===== src/rtl/debug_pkg.sv =====
// Shared types and helpers for the 7-segment debug view controller.
// The view enum order matches the display mux input order.
package debug_pkg;

    localparam int NUM_VIEWS = 8;

    typedef enum logic [2:0] {
        VIEW_INSTR   = 3'd0,
        VIEW_RD1     = 3'd1,
        VIEW_RD2     = 3'd2,
        VIEW_RESULT  = 3'd3,
        VIEW_IMMEXT  = 3'd4,
        VIEW_ALUSRC  = 3'd5,
        VIEW_PC      = 3'd6,
        VIEW_CONTROL = 3'd7
    } view_e;

    // Wraps VIEW_CONTROL back to VIEW_INSTR through 3-bit overflow.
    function automatic view_e next_view(input view_e v);
        return view_e'(v + 3'd1);
    endfunction

    function automatic logic [NUM_VIEWS-1:0] view_onehot(input view_e v);
        return NUM_VIEWS'(1) << v;
    endfunction

endpackage


===== src/rtl/key_debounce.sv =====
// Active-low push-button front end: 2-FF synchroniser, stability counter,
// and a one-cycle registered pulse on each accepted press.
module key_debounce #(
    parameter int DEBOUNCE_CYCLES = 500_000
) (
    input  logic clk,
    input  logic rst,
    input  logic raw_n,
    output logic press_pulse
);

    localparam int CW = $clog2(DEBOUNCE_CYCLES);

    logic          sync1_q, sync2_q;
    logic          stable_q, stable_d;
    logic          stable_dly_q;
    logic          pulse_q;
    logic [CW-1:0] cnt_q, cnt_d;

    always_comb begin
        // NOTE: every output of a combinational block gets a default first so no path infers a latch.
        stable_d = stable_q;
        cnt_d    = '0;
        if (sync2_q != stable_q) begin
            if (cnt_q == CW'(DEBOUNCE_CYCLES - 1)) begin
                stable_d = sync2_q;
            end else begin
                cnt_d = cnt_q + CW'(1);
            end
        end
    end

    // NOTE: sequential state uses non-blocking assignments so every flop samples pre-edge values.
    always_ff @(posedge clk or posedge rst) begin
        if (rst) begin
            sync1_q      <= 1'b1;
            sync2_q      <= 1'b1;
            stable_q     <= 1'b1;
            stable_dly_q <= 1'b1;
            cnt_q        <= '0;
            pulse_q      <= 1'b0;
        end else begin
            sync1_q      <= raw_n;
            sync2_q      <= sync1_q;
            stable_q     <= stable_d;
            stable_dly_q <= stable_q;
            cnt_q        <= cnt_d;
            pulse_q      <= stable_dly_q & ~stable_q;
        end
    end

    assign press_pulse = pulse_q;

endmodule


===== src/rtl/debug_view_ctrl.sv =====
// Board front end for the debug display: selects the viewed pipeline signal
// (manual or timed advance) and gates the processor clock for single-step / run.
module debug_view_ctrl
    import debug_pkg::*;
#(
    parameter int DEBOUNCE_CYCLES = 500_000,
    parameter int AUTO_PERIOD     = 50_000_000
) (
    input  logic                 clk,
    input  logic                 rst,
    input  logic                 key_step_n,
    input  logic                 key_sel_n,
    input  logic                 sw_run,
    input  logic                 sw_auto,
    output logic [2:0]           selm,
    output logic                 cpu_step,
    output logic [NUM_VIEWS-1:0] led_view
);

    localparam int AW = $clog2(AUTO_PERIOD);

    logic step_pulse, sel_pulse;

    key_debounce #(.DEBOUNCE_CYCLES(DEBOUNCE_CYCLES)) u_step_key (
        .clk        (clk),
        .rst        (rst),
        .raw_n      (key_step_n),
        .press_pulse(step_pulse)
    );

    key_debounce #(.DEBOUNCE_CYCLES(DEBOUNCE_CYCLES)) u_sel_key (
        .clk        (clk),
        .rst        (rst),
        .raw_n      (key_sel_n),
        .press_pulse(sel_pulse)
    );

    // Switches are level-sensitive; a synchroniser is enough without debounce.
    logic [1:0] run_sync_q, auto_sync_q;
    logic       run_s, auto_s;

    assign run_s  = run_sync_q[1];
    assign auto_s = auto_sync_q[1];

    view_e                selm_q, selm_d;
    logic [NUM_VIEWS-1:0] led_q;
    logic [AW-1:0]        auto_cnt_q, auto_cnt_d;
    logic                 cpu_step_q, cpu_step_d;
    logic                 auto_tc;

    always_comb begin
        auto_tc    = auto_s && (auto_cnt_q == AW'(AUTO_PERIOD - 1));
        selm_d     = selm_q;
        auto_cnt_d = '0;
        // A manual press and a timed advance in the same cycle merge into one step.
        if (sel_pulse || auto_tc) begin
            selm_d = next_view(selm_q);
        end else if (auto_s) begin
            auto_cnt_d = auto_cnt_q + AW'(1);
        end
        cpu_step_d = run_s ? 1'b1 : step_pulse;
    end

    always_ff @(posedge clk or posedge rst) begin
        if (rst) begin
            run_sync_q  <= '0;
            auto_sync_q <= '0;
            selm_q      <= VIEW_INSTR;
            led_q       <= view_onehot(VIEW_INSTR);
            auto_cnt_q  <= '0;
            cpu_step_q  <= 1'b0;
        end else begin
            run_sync_q  <= {run_sync_q[0], sw_run};
            auto_sync_q <= {auto_sync_q[0], sw_auto};
            selm_q      <= selm_d;
            led_q       <= view_onehot(selm_d);
            auto_cnt_q  <= auto_cnt_d;
            cpu_step_q  <= cpu_step_d;
        end
    end

    assign selm     = selm_q;
    assign led_view = led_q;
    assign cpu_step = cpu_step_q;

endmodule


===== config.mk =====
export PLATFORM = sky130hd
export DESIGN_NAME = debug_view_ctrl
export DESIGN_NICKNAME = d
export VERILOG_FILES = /design/src/rtl/debug_pkg.sv /design/src/rtl/key_debounce.sv /design/src/rtl/debug_view_ctrl.sv
export SDC_FILE = /design/constraint.sdc
export NUM_CORES = 1
export LEC_CHECK = 0
export CAP_MARGIN = 0
export CELL_PAD_IN_SITES_DETAIL_PLACEMENT = 1
export CELL_PAD_IN_SITES_GLOBAL_PLACEMENT = 1
export CORE_ASPECT_RATIO = 1.2
export CORE_UTILIZATION = 46
export DETAILED_ROUTE_END_ITERATION = 7
export PLACE_DENSITY_LB_ADDON = 0.05
export SLEW_MARGIN = 20
export SYNTH_ARGS = -nofsm -noshare
export SYNTH_HDL_FRONTEND = slang
export SYNTH_SLANG_ARGS = --single-unit

===== constraint.sdc =====
create_clock -name clk -period 7.8 [get_ports clk]
set_input_delay 1.56 -clock clk [delete_from_list [all_inputs] [get_ports clk]]
set_output_delay 1.56 -clock clk [all_outputs]
set_load 0.05 [all_outputs]

# Yosys cells after proc, flatten, opt, wreduce, memory -nomap -nowiden
# Cells that the tools add are included.
dict set report word_totals {
  register_bits 90
  in_bits 6
  out_inout_bits 12
  word_cells 44
}
dict set report op_classes {
  add_sub_neg 4
  n_eq_ne 5
  n_shift 1
  mux 8
  bitwise_logic 4
  n_reduce_logical 4
}
# cell n
set op_table {}
lappend op_table {{2-to-1 mux 19 bit} 4}
lappend op_table {{2-to-1 mux 26 bit} 2}
lappend op_table {{adder 19 x 1 -> 19 bit, second input constant} 2}
lappend op_table {{equality test 19 bit, second input constant} 2}
lappend op_table {{adder 26 x 1 -> 26 bit, second input constant} 1}
lappend op_table {{equality test 26 bit, second input constant} 1}
lappend op_table {{<< shifter 1 x 3 -> 8 bit, first input constant} 1}
lappend op_table {{AND reduction 2 bit} 2}
lappend op_table {{adder 3 x 1 -> 3 bit, second input constant} 1}
lappend op_table {{2-to-1 mux 3 bit} 1}
lappend op_table {{bitwise AND 1 bit} 2}
lappend op_table {{inequality test 1 bit} 2}
lappend op_table {{NOT 1 bit} 2}
lappend op_table {{logical AND 1 bit} 1}
lappend op_table {{logical OR 1 bit} 1}
lappend op_table {{2-to-1 mux 1 bit} 1}

# Longest topological paths before layout
dict set report depth {
  ltp_word 5
  mapped_depth 7
  ltp_nobuf 5
}

# Hierarchy
# From an unflattened synthesis, not the netlist that was laid out.
dict set report hier_totals {
  cells_unflattened 412
  hier_area_um2 4342.9
}
# mod instances cells_each area_per_inst_um2 seq_area_each_um2
set modules_own_cells {}
lappend modules_own_cells {key_debounce 2 106 1152.4 605.6}
lappend modules_own_cells {debug_view_ctrl 1 200 2038.2 1052.3}

# Worst setup path after synthesis
# No wires, ideal clock.
dict set report synth_path {
  kind {register to output}
  from {register led_q[0], in the netlist led_view[0]}
  to {output port led_view[0]}
  t_arrival_ps 656
  required_time_ps 6240
  path_slack_ps 5584
  path_stages_with_launch 1
  path_buffers 0
  cell_sequence {dfstp_2}
}
# item line
set synth_lines {}
lappend synth_lines {{start: declaration} debug_view_ctrl.sv:46} ;# logic [NUM_VIEWS-1:0] led_q;
lappend synth_lines {{start signal: assignment} debug_view_ctrl.sv:69} ;# led_q <= view_onehot(VIEW_INSTR);
lappend synth_lines {{start signal: assignment} debug_view_ctrl.sv:76} ;# led_q <= view_onehot(selm_d);
lappend synth_lines {{end: declaration} debug_view_ctrl.sv:17} ;# output logic [NUM_VIEWS-1:0] led_view
# No word-level cell between the ends.

# Final worst setup path
dict set report layout_path {
  from {register selm_q[0], in the netlist selm[0]}
  to {output port selm[0]}
}
# item line
set layout_lines {}
lappend layout_lines {{start: declaration} debug_view_ctrl.sv:45} ;# view_e selm_q, selm_d;
lappend layout_lines {{start signal: assignment} debug_view_ctrl.sv:75} ;# selm_q <= selm_d;
lappend layout_lines {{end: declaration} debug_view_ctrl.sv:15} ;# output logic [2:0] selm,
# No word-level cell between the ends.

==> results_dict.tcl <==
set metrics [dict create \
    outcome "complete, no violations" \
    synth_seq_cells 90 \
    routedWlPerCell_um 16.5 \
    critical_path.cell_chain "clkdlybuf4s50_1" \
    power.share.clock_pct 41.2 \
    numCtsBuffers 9 \
    n_antenna_cell 0 \
    worst_pin_slew_ns 0.947 \
    pre_cts_slack_ns 4.61 \
    yosysMostFrequentCell "dfrtp_1" \
    top_usage_layer "met2" \
    drt-pass1-iter-count 4 \
    io_pins 18 \
    cp_num_buf_inv 1 \
    internal_power_w 0.000670 \
    coreArea_um2 9080 \
    wl_um 9200 \
    start_kind "flip-flop" \
    cts_root_buf "clkbuf_8" \
    p_leak_nw 1.95 \
    groute.usage.overall_pct 20.8 \
    hp-class "flip-flop to flip-flop" \
    crit_family "buffers and inverters" \
    fin_setup_tns_ns 0 \
    p_sw_share_pct 22.2 \
    clk_latency_ns 0.37 \
    fin_crit_sh_pct 45.4 \
    grt_setup_unrepaired "no" \
    synth_async_sr_flop_share_pct 100 \
    area_growth_syn_to_layout_pct 10.8 \
    grt_overflow 0 \
    die_h_um 108 \
    setup_viol 0 \
    min_period_ns 3.54 \
    portBuffers 17 \
    synth_edf_count 0 \
    grt_pass1_vias 3358 \
    yosysTopAreaCell "dfrtp_1" \
    critPathCaptureType "output port" \
    slowest_stage "clkdlybuf4s50_1" \
    ctsHoldBuffers 0 \
    grt_pass1_wl_um 16200 \
    netlist_top_cells_area "dfrtp_1 (47%), dfstp_2 (5.4%), xor2_1 (4.4%)" \
    cts_tree "built" \
    path_class "flip-flop to output port" \
    drtAntennaViolNets 0 \
    arrival_ns 1.98 \
    max_stage_delay_ns 0.91 \
    ir_worst_vdd_uv 82.6 \
    powerDensity_nw_per_um2 179 \
    slew_headroom_pct 36.7 \
    maxSlewViolCount 0 \
    syn-num-nets 433 \
    syn_avg_cell_area_um2 10.3 \
    hpwl_um 6290 \
    die_area_um2 9830 \
    dieWidth_um 90.7 \
    drive_gt1_share_pct 10.3 \
    drt_iter0_markers 111 \
    p_total_w 0.000861 \
    fmaxAchievable_mhz 282 \
    synth_cell_type_count 45 \
    vias_per_cell 5.67 \
    netlist_instances 423 \
    synthFlopType "dfrtp_1" \
    p_switching_w 0.000191 \
    synthTopCellsByCount "dfrtp_1 (81), nor2_1 (48), nand3_1 (31)" \
    vias 3171 \
    grtUsageMet2_pct 37.0 \
    maxCapViolCount 0 \
    grtUsageMet3_pct 3.16 \
    initial_core_util_pct 47.8 \
    rows 38 \
    postCtsSetupRepairBufs 0 \
    drcViolationCount 0 \
    antenna_found_initial 0 \
    grt_max_degree 56 \
    synth.top_cell.area_share_pct 46.7 \
    ys_warn_count 0 \
    clkSinkCount 90 \
    syn_area_um2 4340 \
    clk_pin_slew_ns 0.10 \
    fin_skew_ns 0.0159 \
    cts_max_level 3 \
    worst_slack_ns 4.26 \
    hold_viol_final 0 \
    worstPathRequired_ns 6.24 \
    gp_congestion 0.775 \
    num-nets-final 444 \
    clk_path_buf_depth 2 \
    grtUsageMet1_pct 25.6 \
    ys_seq_area_share_pct 52.1 \
    cts.repair.resized 0 \
    crit_path_max_fanout 19 \
    seqPwrFrac_pct 55.6 \
    pwr-share-comb_pct 3.2 \
]
==> layout by cell type (no fill, tap or decap), types with 2 or more instances in the layout <==
cell type,Yosys,layout
dfrtp_1,81,81
nor2_1,48,48
nand3_1,31,31
nand2_1,29,29
xor2_1,22,22
a21oi_1,22,22
xnor2_1,18,18
clkdlybuf4s50_1,0,17
or4_1,13,13
o31ai_1,12,12
nand4_1,12,12
o21ai_0,12,12
or3_1,10,10
and4_1,10,10
clkbuf_8,0,10
dfstp_2,9,9
and3_1,7,7
mux2_2,7,7
inv_1,7,6
nor4_1,6,6
and2_1,6,6
nor3_1,5,5
nor4b_1,4,4
mux2i_1,4,4
ha_1,4,4
nand3_2,3,3
nor3b_1,3,3
nand3b_1,3,3
clkinv_2,0,3
or3_2,2,2
nand2b_1,2,2
nor2b_1,2,2
bufinv_16,0,2
==> cell families (layout without fill, tap and decap cells) <==
group                      Yosys count  in the layout  synth area share (%)
and+or+nand+nor                    201            201                  25.5
DFF                                 90             90                  52.1
AOI/OAI and AO/OA                   52             52                  7.84
xor gates and xnor gates            40             40                  8.07
buffers and inverters               25             41                  2.51
muxes                               11             11                  2.74
adders and majority gates            4              4                  1.15
==> cell type report <==
cell class              instances  area, um2
clock buffers                  11        141
clock inverters                 5       78.8
fillers                       996       4270
inverters                       7       27.5
multi-input cells             308       1970
flip-flops and latches         90       2260
well taps                     120        150
repair buffers                 18        178
==> per-layer routing <==
layer  up-vias  share of wire (%)
met3        12                1.6
met5         -                  0
li1       1542                  -
met2        21                 52
met1      1596                 45
met4         0                1.5
==> final timing paths <==
check | from | endpoint | slack, ns | cells past startpoint
worst min-delay path | auto_sync_q[0]$_DFF_PP0_ | auto_sync_q[1]$_DFF_PP0_ | 0.35 | 0
max in group asynchronous | rst | u_sel_key.cnt_q[14]$_DFF_PP0_ | 5.11 | 3
worst max-delay path | selm[0]$_DFF_PP0_ | selm[0] | 4.26 | 1
worst min register to register | auto_sync_q[0]$_DFF_PP0_ | auto_sync_q[1]$_DFF_PP0_ | 0.35 | 0
worst max register to register | auto_cnt_q[0]$_DFF_PP0_ | selm[1]$_DFF_PP0_ | 5.42 | 5
min in group asynchronous | rst | u_sel_key.cnt_q[7]$_DFF_PP0_ | 1.57 | 2
==> power by group through the flow <==
stage / sequential (W) / clock (W) / combinational [W]
2_1_floorplan: 0.000487 / 0 / 0.0000185
3_3_place_gp: 0.000487 / 0 / 0.0000282
3_5_place_dp: 0.000488 / 0 / 0.0000291
4_1_cts: 0.000479 / 0.000366 / 0.0000293
5_1_grt: 0.000480 / 0.000379 / 0.0000323
6_report: 0.000479 / 0.000355 / 0.0000278
==> sequential cells by signal (all words and copies together), names as in the netlist, 2 cells and up <==
signal	count
auto_sync_q	2
u_step_key.cnt_q	19
run_sync_q	2
selm	3
auto_cnt_q	26
led_view	8
u_sel_key.cnt_q	19
==> stage by stage <==
stage	std cells	util [%]	instance area, um2	hold WS, ns
finish	559	52.9	4810	0.354
global route	559	52.9	4810	0.368
CTS	559	52.9	4810	0.361
detailed placement	543	50.5	4590	0.348
global placement	543	50.5	4590	0.332
floorplan	423	-	4340	0.331
No activity file was read; power rests on OpenSTA's default activity.
